**src/rtl/serial_nibble_rx.sv**
```systemverilog
`default_nettype none
// ============================================================================
// Module      : serial_nibble_rx
// Description : Strobe-timed serial frame receiver (start, data, parity, stop)
//               that presents good words in parallel with a one-cycle VALID.
// Revision    : 1.0 - initial release
// ============================================================================
module serial_nibble_rx #(
    parameter int WIDTH      = 4,
    parameter int PARITY_EN  = 1,
    parameter int PARITY_ODD = 0
) (
    input  logic             CLOCK,
    input  logic             RST,
    input  logic             BIT_EN,
    input  logic             SIN,
    output logic [0:WIDTH-1] DATA_OUT,
    output logic             VALID,
    output logic             PERR,
    output logic             FERR,
    output logic             BUSY
);

    localparam int IW = (WIDTH > 1) ? $clog2(WIDTH) : 1;

    typedef enum logic [1:0] {
        S_IDLE = 2'd0,
        S_DATA = 2'd1,
        S_PAR  = 2'd2,
        S_STOP = 2'd3
    } state_t;

    state_t           state_q, state_d;
    logic [IW-1:0]    cnt_q, cnt_d;
    logic [0:WIDTH-1] shift_q, shift_d;
    logic [0:WIDTH-1] data_q, data_d;
    logic             mism_q, mism_d;
    logic             valid_q, valid_d;
    logic             perr_q, perr_d;
    logic             ferr_q, ferr_d;

    always_ff @(posedge CLOCK or posedge RST) begin
        if (RST) begin
            state_q <= S_IDLE;
            cnt_q   <= '0;
            shift_q <= '0;
            data_q  <= '0;
            mism_q  <= 1'b0;
            valid_q <= 1'b0;
            perr_q  <= 1'b0;
            ferr_q  <= 1'b0;
        end else begin
            state_q <= state_d;
            cnt_q   <= cnt_d;
            shift_q <= shift_d;
            data_q  <= data_d;
            mism_q  <= mism_d;
            valid_q <= valid_d;
            perr_q  <= perr_d;
            ferr_q  <= ferr_d;
        end
    end

    // Pulses default low every cycle so they last one clock regardless of BIT_EN.
    always_comb begin
        state_d = state_q;
        cnt_d   = cnt_q;
        shift_d = shift_q;
        data_d  = data_q;
        mism_d  = mism_q;
        valid_d = 1'b0;
        perr_d  = 1'b0;
        ferr_d  = 1'b0;
        if (BIT_EN) begin
            case (state_q)
                S_IDLE: begin
                    if (!SIN) begin
                        state_d = S_DATA;
                        cnt_d   = '0;
                        mism_d  = 1'b0;
                    end
                end
                S_DATA: begin
                    shift_d[cnt_q] = SIN;
                    if (cnt_q == IW'(WIDTH - 1)) begin
                        cnt_d   = '0;
                        state_d = (PARITY_EN != 0) ? S_PAR : S_STOP;
                    end else begin
                        cnt_d = cnt_q + IW'(1);
                    end
                end
                S_PAR: begin
                    mism_d  = ((^shift_q) ^ SIN) != PARITY_ODD[0];
                    state_d = S_STOP;
                end
                S_STOP: begin
                    state_d = S_IDLE;
                    perr_d  = mism_q;
                    ferr_d  = !SIN;
                    if (SIN && !mism_q) begin
                        data_d  = shift_q;
                        valid_d = 1'b1;
                    end
                end
                default: state_d = S_IDLE;
            endcase
        end
    end

    assign DATA_OUT = data_q;
    assign VALID    = valid_q;
    assign PERR     = perr_q;
    assign FERR     = ferr_q;
    assign BUSY     = (state_q != S_IDLE);

endmodule
`default_nettype wire
```
**config.mk**
```make
export PLATFORM = sky130hd
export DESIGN_NAME = serial_nibble_rx
export DESIGN_NICKNAME = d
export VERILOG_FILES = /design/src/rtl/serial_nibble_rx.sv
export SDC_FILE = /design/constraint.sdc
export NUM_CORES = 1
export LEC_CHECK = 0
export ABC_AREA = 1
export BUFFER_PORTS_ARGS = -buffer_cell sky130_fd_sc_hd__buf_4
export CAP_MARGIN = 20
export CORE_MARGIN = 8
export CORE_UTILIZATION = 55
export CTS_BUF_LIST = sky130_fd_sc_hd__clkbuf_4 sky130_fd_sc_hd__clkbuf_8
export DETAILED_ROUTE_END_ITERATION = 12
export GPL_ROUTABILITY_DRIVEN = 0
export PLACE_DENSITY = 0.77
export SLEW_MARGIN = 20
export SYNTH_ARGS = -nofsm -noshare
export SYNTH_HDL_FRONTEND = slang
export SYNTH_SLANG_ARGS = --single-unit
```
**constraint.sdc**
```tcl
create_clock -name CLOCK -period 2.05 [get_ports CLOCK]
set_input_delay 0.41 -clock CLOCK [delete_from_list [all_inputs] [get_ports CLOCK]]
set_output_delay 0.41 -clock CLOCK [all_outputs]
set_load 0.05 [all_outputs]
```
### Yosys cells after proc, flatten, opt, wreduce, memory -nomap -nowiden

Index checks and enable logic that the tools add are counted.

* $add $sub $neg: 1
* magnitude comparators: 2
* equal/unequal tests: 6
* mux-type cells: 18
* bitwise logic cells: 2
* reduce and logical (&&, ||, !) cells: 14

Operator list (number)
* AND reduction 3 bit: 4
* 2-to-1 mux 1 bit: 9
* 2-to-1 mux 2 bit: 4
* one-hot mux 2 bit (4 select lines): 1
* equality test 2 bit, second input constant: 3
* nonzero test 2 bit: 3
* bitwise mux 4 bit: 1
* != test 2 bit, second input constant: 2
* one-hot mux 2 bit (2 select lines): 1
* XOR reduction 4 bit: 1
* greater-or-equal comparator 3 bit, second input constant: 1
* < comparator 3 x 1 -> 1 bit, second input constant: 1
* NOT 2 -> 3 bit: 1
* adder 2 x 1 -> 2 bit, second input constant: 1
* demux 1 bit (select 2 bit): 1
* equality test 2 x 1 -> 1 bit, second input constant: 1
* logical AND 1 bit: 2
* logical NOT 1 bit: 2
* logical NOT 2 bit: 1
* one-hot mux 1 bit (2 select lines): 1
* AND reduction 2 bit: 1
* bitwise XOR 1 bit: 1

* register bits: 16
* input port bits: 4
* output and inout port bits: 8
* word-level logic and storage cells: 51

### Depth between registers and ports, before layout

* word-level depth: 6
* depth in mapped cells: 7
* gate-level depth less buffers: 7

### Worst setup path before layout

Ideal clock, no wire load.

* path type: reg-to-output
* start point: register state_q[0]
* end point: output port BUSY
* arrival: 1.017 ns
* setup slack: 0.623 ns
* stages on the path, launching flop included: 4
* buffers on the path: 0
* cells stage by stage: dfrtp_1 > inv_1 > ha_1 > inv_1

* cells in the longest elaborated chain, start to end: 1

Ends and longest elaborated chain
* start, declared: line 33 `state_t state_q, state_d;`
* start signal, assigned: line 53 `state_q <= state_d;`
* nonzero test 2 bit: line 114 `assign BUSY = (state_q != S_IDLE);`
* end, declared: line 21 `output logic BUSY`

Every way passes these cells.

### Final worst setup path

Same ends and word-level chain as after synthesis.

==> out/metrics.csv <==
stage;metric;value;unit
die;Die X;56.1;um
grt;initial antenna violation count;0;
sta;Fmax;555;MHz
critical_path;CP top delay family;flip-flops;
die;num ports;12;
power_and_ir_drop;VDD IR-drop max;984;uV
sta;Worst Skew;0.00485;ns
yosys;Area contributors post-synth;dfrtp_1 (45%), ha_1 (16%), nand2_1 (12%);
yosys;synthesized area;886;sq um
finish;final core utilization;68.0;%
power_and_ir_drop;sequential group share of total power;36.7;%
sta;Worst Slack Setup Final;0.247;ns
cts;Post-CTS Setup Inserts;0;
yosys;Synth Area per Inst;8.77;sq um
critical_path;worst-path fanout max;6;
cts;hold_buf cts;0;
critical_path;Setup CP Type;reg -> out;
finish;antenna fix cells;0;
yosys;YS warnings;0;
critical_path;Critical Path RT;1.64;ns
placement;PortBufs;11;
yosys;largest area contributor in the netlist;dfrtp_1;
yosys;synth cell count leaders;nand2_1 (28), dfrtp_1 (16), inv_1 (14);
yosys;top cell type's share of synthesized area;45.2;%
yosys;Async S/R FF share, synth;100;%
finish;NumNets Final;132;
yosys;syn_nets;116;
critical_path;Cell Chain, Critical Path;inv_1 > ha_1 > inv_1 > buf_4;
power_and_ir_drop;Sw Ratio;46.5;%
die;full die area;3150;sq um
detailed_routing;residual DRC count;0;
placement;dpl ws;0.584;ns
yosys;Yosys cell types;16;
power_and_ir_drop;Switch Pwr;0.669;mW
sta;final period utilization;87.9;%
critical_path;Worst setup SP type;register;
detailed_routing;vias;656;
yosys;EDFF count, synth;0;
yosys;Gate Count Post-Synth;101;
critical_path;critical path capture point type;output port;
cts;H-tree Lvls;1;
yosys;Post-synth top flop;dfrtp_1;
detailed_routing;final WL;1580;um
yosys;Yosys reg bits;16;
cts;CTS tree;built;
yosys;cell with the most instances after synthesis;nand2_1;
hold_path;Hold Crit Class;in -> async;
grt;largest net degree at the start of global routing;17;
power_and_ir_drop;total power;1.44;mW
sta;min cycle time layout;1.80;ns
placement;dpl hpwl;1230;um
cts;TritonCTS buffer count;3;
critical_path;CP peak stage delay;0.46;ns
grt;Total GRT Usage;10.9;%
grt;grt ovf;0;
grt;first-pass GRT wire length;2810;um
flow_run;max-cap viol count;0;
sta;Hold Vio Cnt, Final;0;
critical_path;cell mode on critical path;inv_1;
critical_path;Critical Path AT;1.39;ns
sta;final slew viol count;0;
die;core area;1510;sq um
critical_path;slowest stage cell, crit path;dfrtp_1;
detailed_routing;mean number of vias per cell;4.97;
detailed_routing;drt pass-1 iters;4;
cts;total clock sinks;16;
die;Starting Density;58.8;%
sta;final setup vio count;0;
sta;setup_tns;0;ns
run_status;status;complete, no violations;
power_and_ir_drop;Leak Pwr;0.552;nW
sta;RSZ-0062 raised after global routing;false;
sta;slew at the pin closest to its max-slew limit;0.588;ns
cts;Clock Tree Buf Depth;2;
sta;max_slew headroom;60.8;%
cts;Clock Latency Late Sink;0.29;ns
die;Core Rows;14;
power_and_ir_drop;clock power share;15.1;%
grt;vias in the first global route;643;
detailed_routing;ANT nets after route;0;
detailed_routing;DR WL/cell;12.0;um
sta;Hold WS;0.168;ns
power_and_ir_drop;Logic pwr share;48.2;%
finish;P&R area growth vs syn;15.7;%
yosys;sequential fraction of the synthesis area;45.2;%
detailed_routing;DRT iter0 DRCs;23;
power_and_ir_drop;Internal Power;0.770;mW
critical_path;Crit path buffers/inverters;3;
power_and_ir_drop;Power Dens Cells;1400;nW/um^2
cts;CTS clk-pin slew, worst paths;0.10;ns
cts;root buffer cell;clkbuf_4;
finish;share of cells above drive strength 1;19.0;%
cts;post-cts sizing count;0;
die;Die H;56.1;um
==> metrics by stage <==
step                      cell area, sq um  instances
after floorplan                        886        101
after global placement                 988        128
after detailed placement               988        128
after CTS                             1020        132
after global routing                  1020        132
final                                 1020        132
==> worst register-to-register path: cells and delay by family, from the launching register on <==
family	cells	cell delay (ns)
flops	1	0.46
compound gates	1	0.09
buf+inv	1	0.12
simple gates	4	0.43
fa+ha+maj	1	0.24
==> logic make-up after synthesis <==
family	Yosys count	share of synthesized area, %
AND/OR/NAND/NOR	45	23.0
AO/OA/AOI/OAI	12	8.47
adder cells (fa/ha/maj)	11	15.5
buffers and inverters	16	6.78
XOR/XNOR	1	0.989
flip-flops	16	45.2
==> area by class of cell <==
type,instances,area [sq um]
clock buffer,4,36.3
timing repair buffer,11,82.6
sequential,16,400
tap,16,20.0
fill,123,482
multi-input combinational,69,425
inverter,16,60.1
==> registers in the layout (all words and copies together), names as in the netlist <==
register and cells:
cnt_q 2, mism_q 1, DATA_OUT 4, PERR 1, VALID 1, state_q 2
shift_q 4, FERR 1
==> per-layer routing <==
metal  global-route usage, %  share of wire, %
met5                       0                 0
met2                    18.7                49
met4                    4.12              0.76
met1                    11.6                43
met3                    4.34               7.3
==> layout by cell type (no fill, tap or decap) <==
| cell | count |
|---|---|
| buf_4 | 11 |
| clkbuf_4 | 3 |
| clkbuf_8 | 1 |
| dfrtp_1 | 16 |
| ha_1 | 11 |
| inv_1 | 14 |
| inv_2 | 2 |
| nand2_1 | 28 |
| nand2_4 | 1 |
| nand3_1 | 7 |
| nand4_1 | 1 |
| nor2_1 | 5 |
| nor3_1 | 1 |
| nor3_4 | 1 |
| nor4_1 | 1 |
| o211ai_2 | 1 |
| o21ai_0 | 9 |
| o21ai_2 | 2 |
| xnor2_1 | 1 |
==> path summary, 6_finish.rpt <==
| path | end | slack (ns) | cells after the start | startpoint |
|---|---|---|---|---|
| worst min-delay path | PERR$_DFF_PP0_ | 0.17 | 2 | RST |
| worst min register to register | DATA_OUT[1]$_DFFE_PP0P_ | 0.48 | 2 | DATA_OUT[1]$_DFFE_PP0P_ |
| max in group asynchronous | shift_q[1]$_DFFE_PP0P_ | 1.50 | 2 | RST |
| worst max register to register | cnt_q[1]$_DFFE_PP0P_ | 0.63 | 7 | state_q[0]$_DFFE_PP0P_ |
| worst max-delay path | BUSY | 0.25 | 4 | state_q[0]$_DFFE_PP0P_ |
| min in group CLOCK | FERR$_DFF_PP0_ | 0.30 | 2 | SIN |
==> power groups by stage <==
stage	combinational, mW	clock (mW)	sequential, mW
global route	0.798	0.234	0.546
CTS	0.703	0.221	0.530
finish	0.694	0.217	0.528
detailed placement	0.700	0	0.536
floorplan	0.430	0	0.622
global placement	0.678	0	0.525
Power figures use the tool's default switching activity.
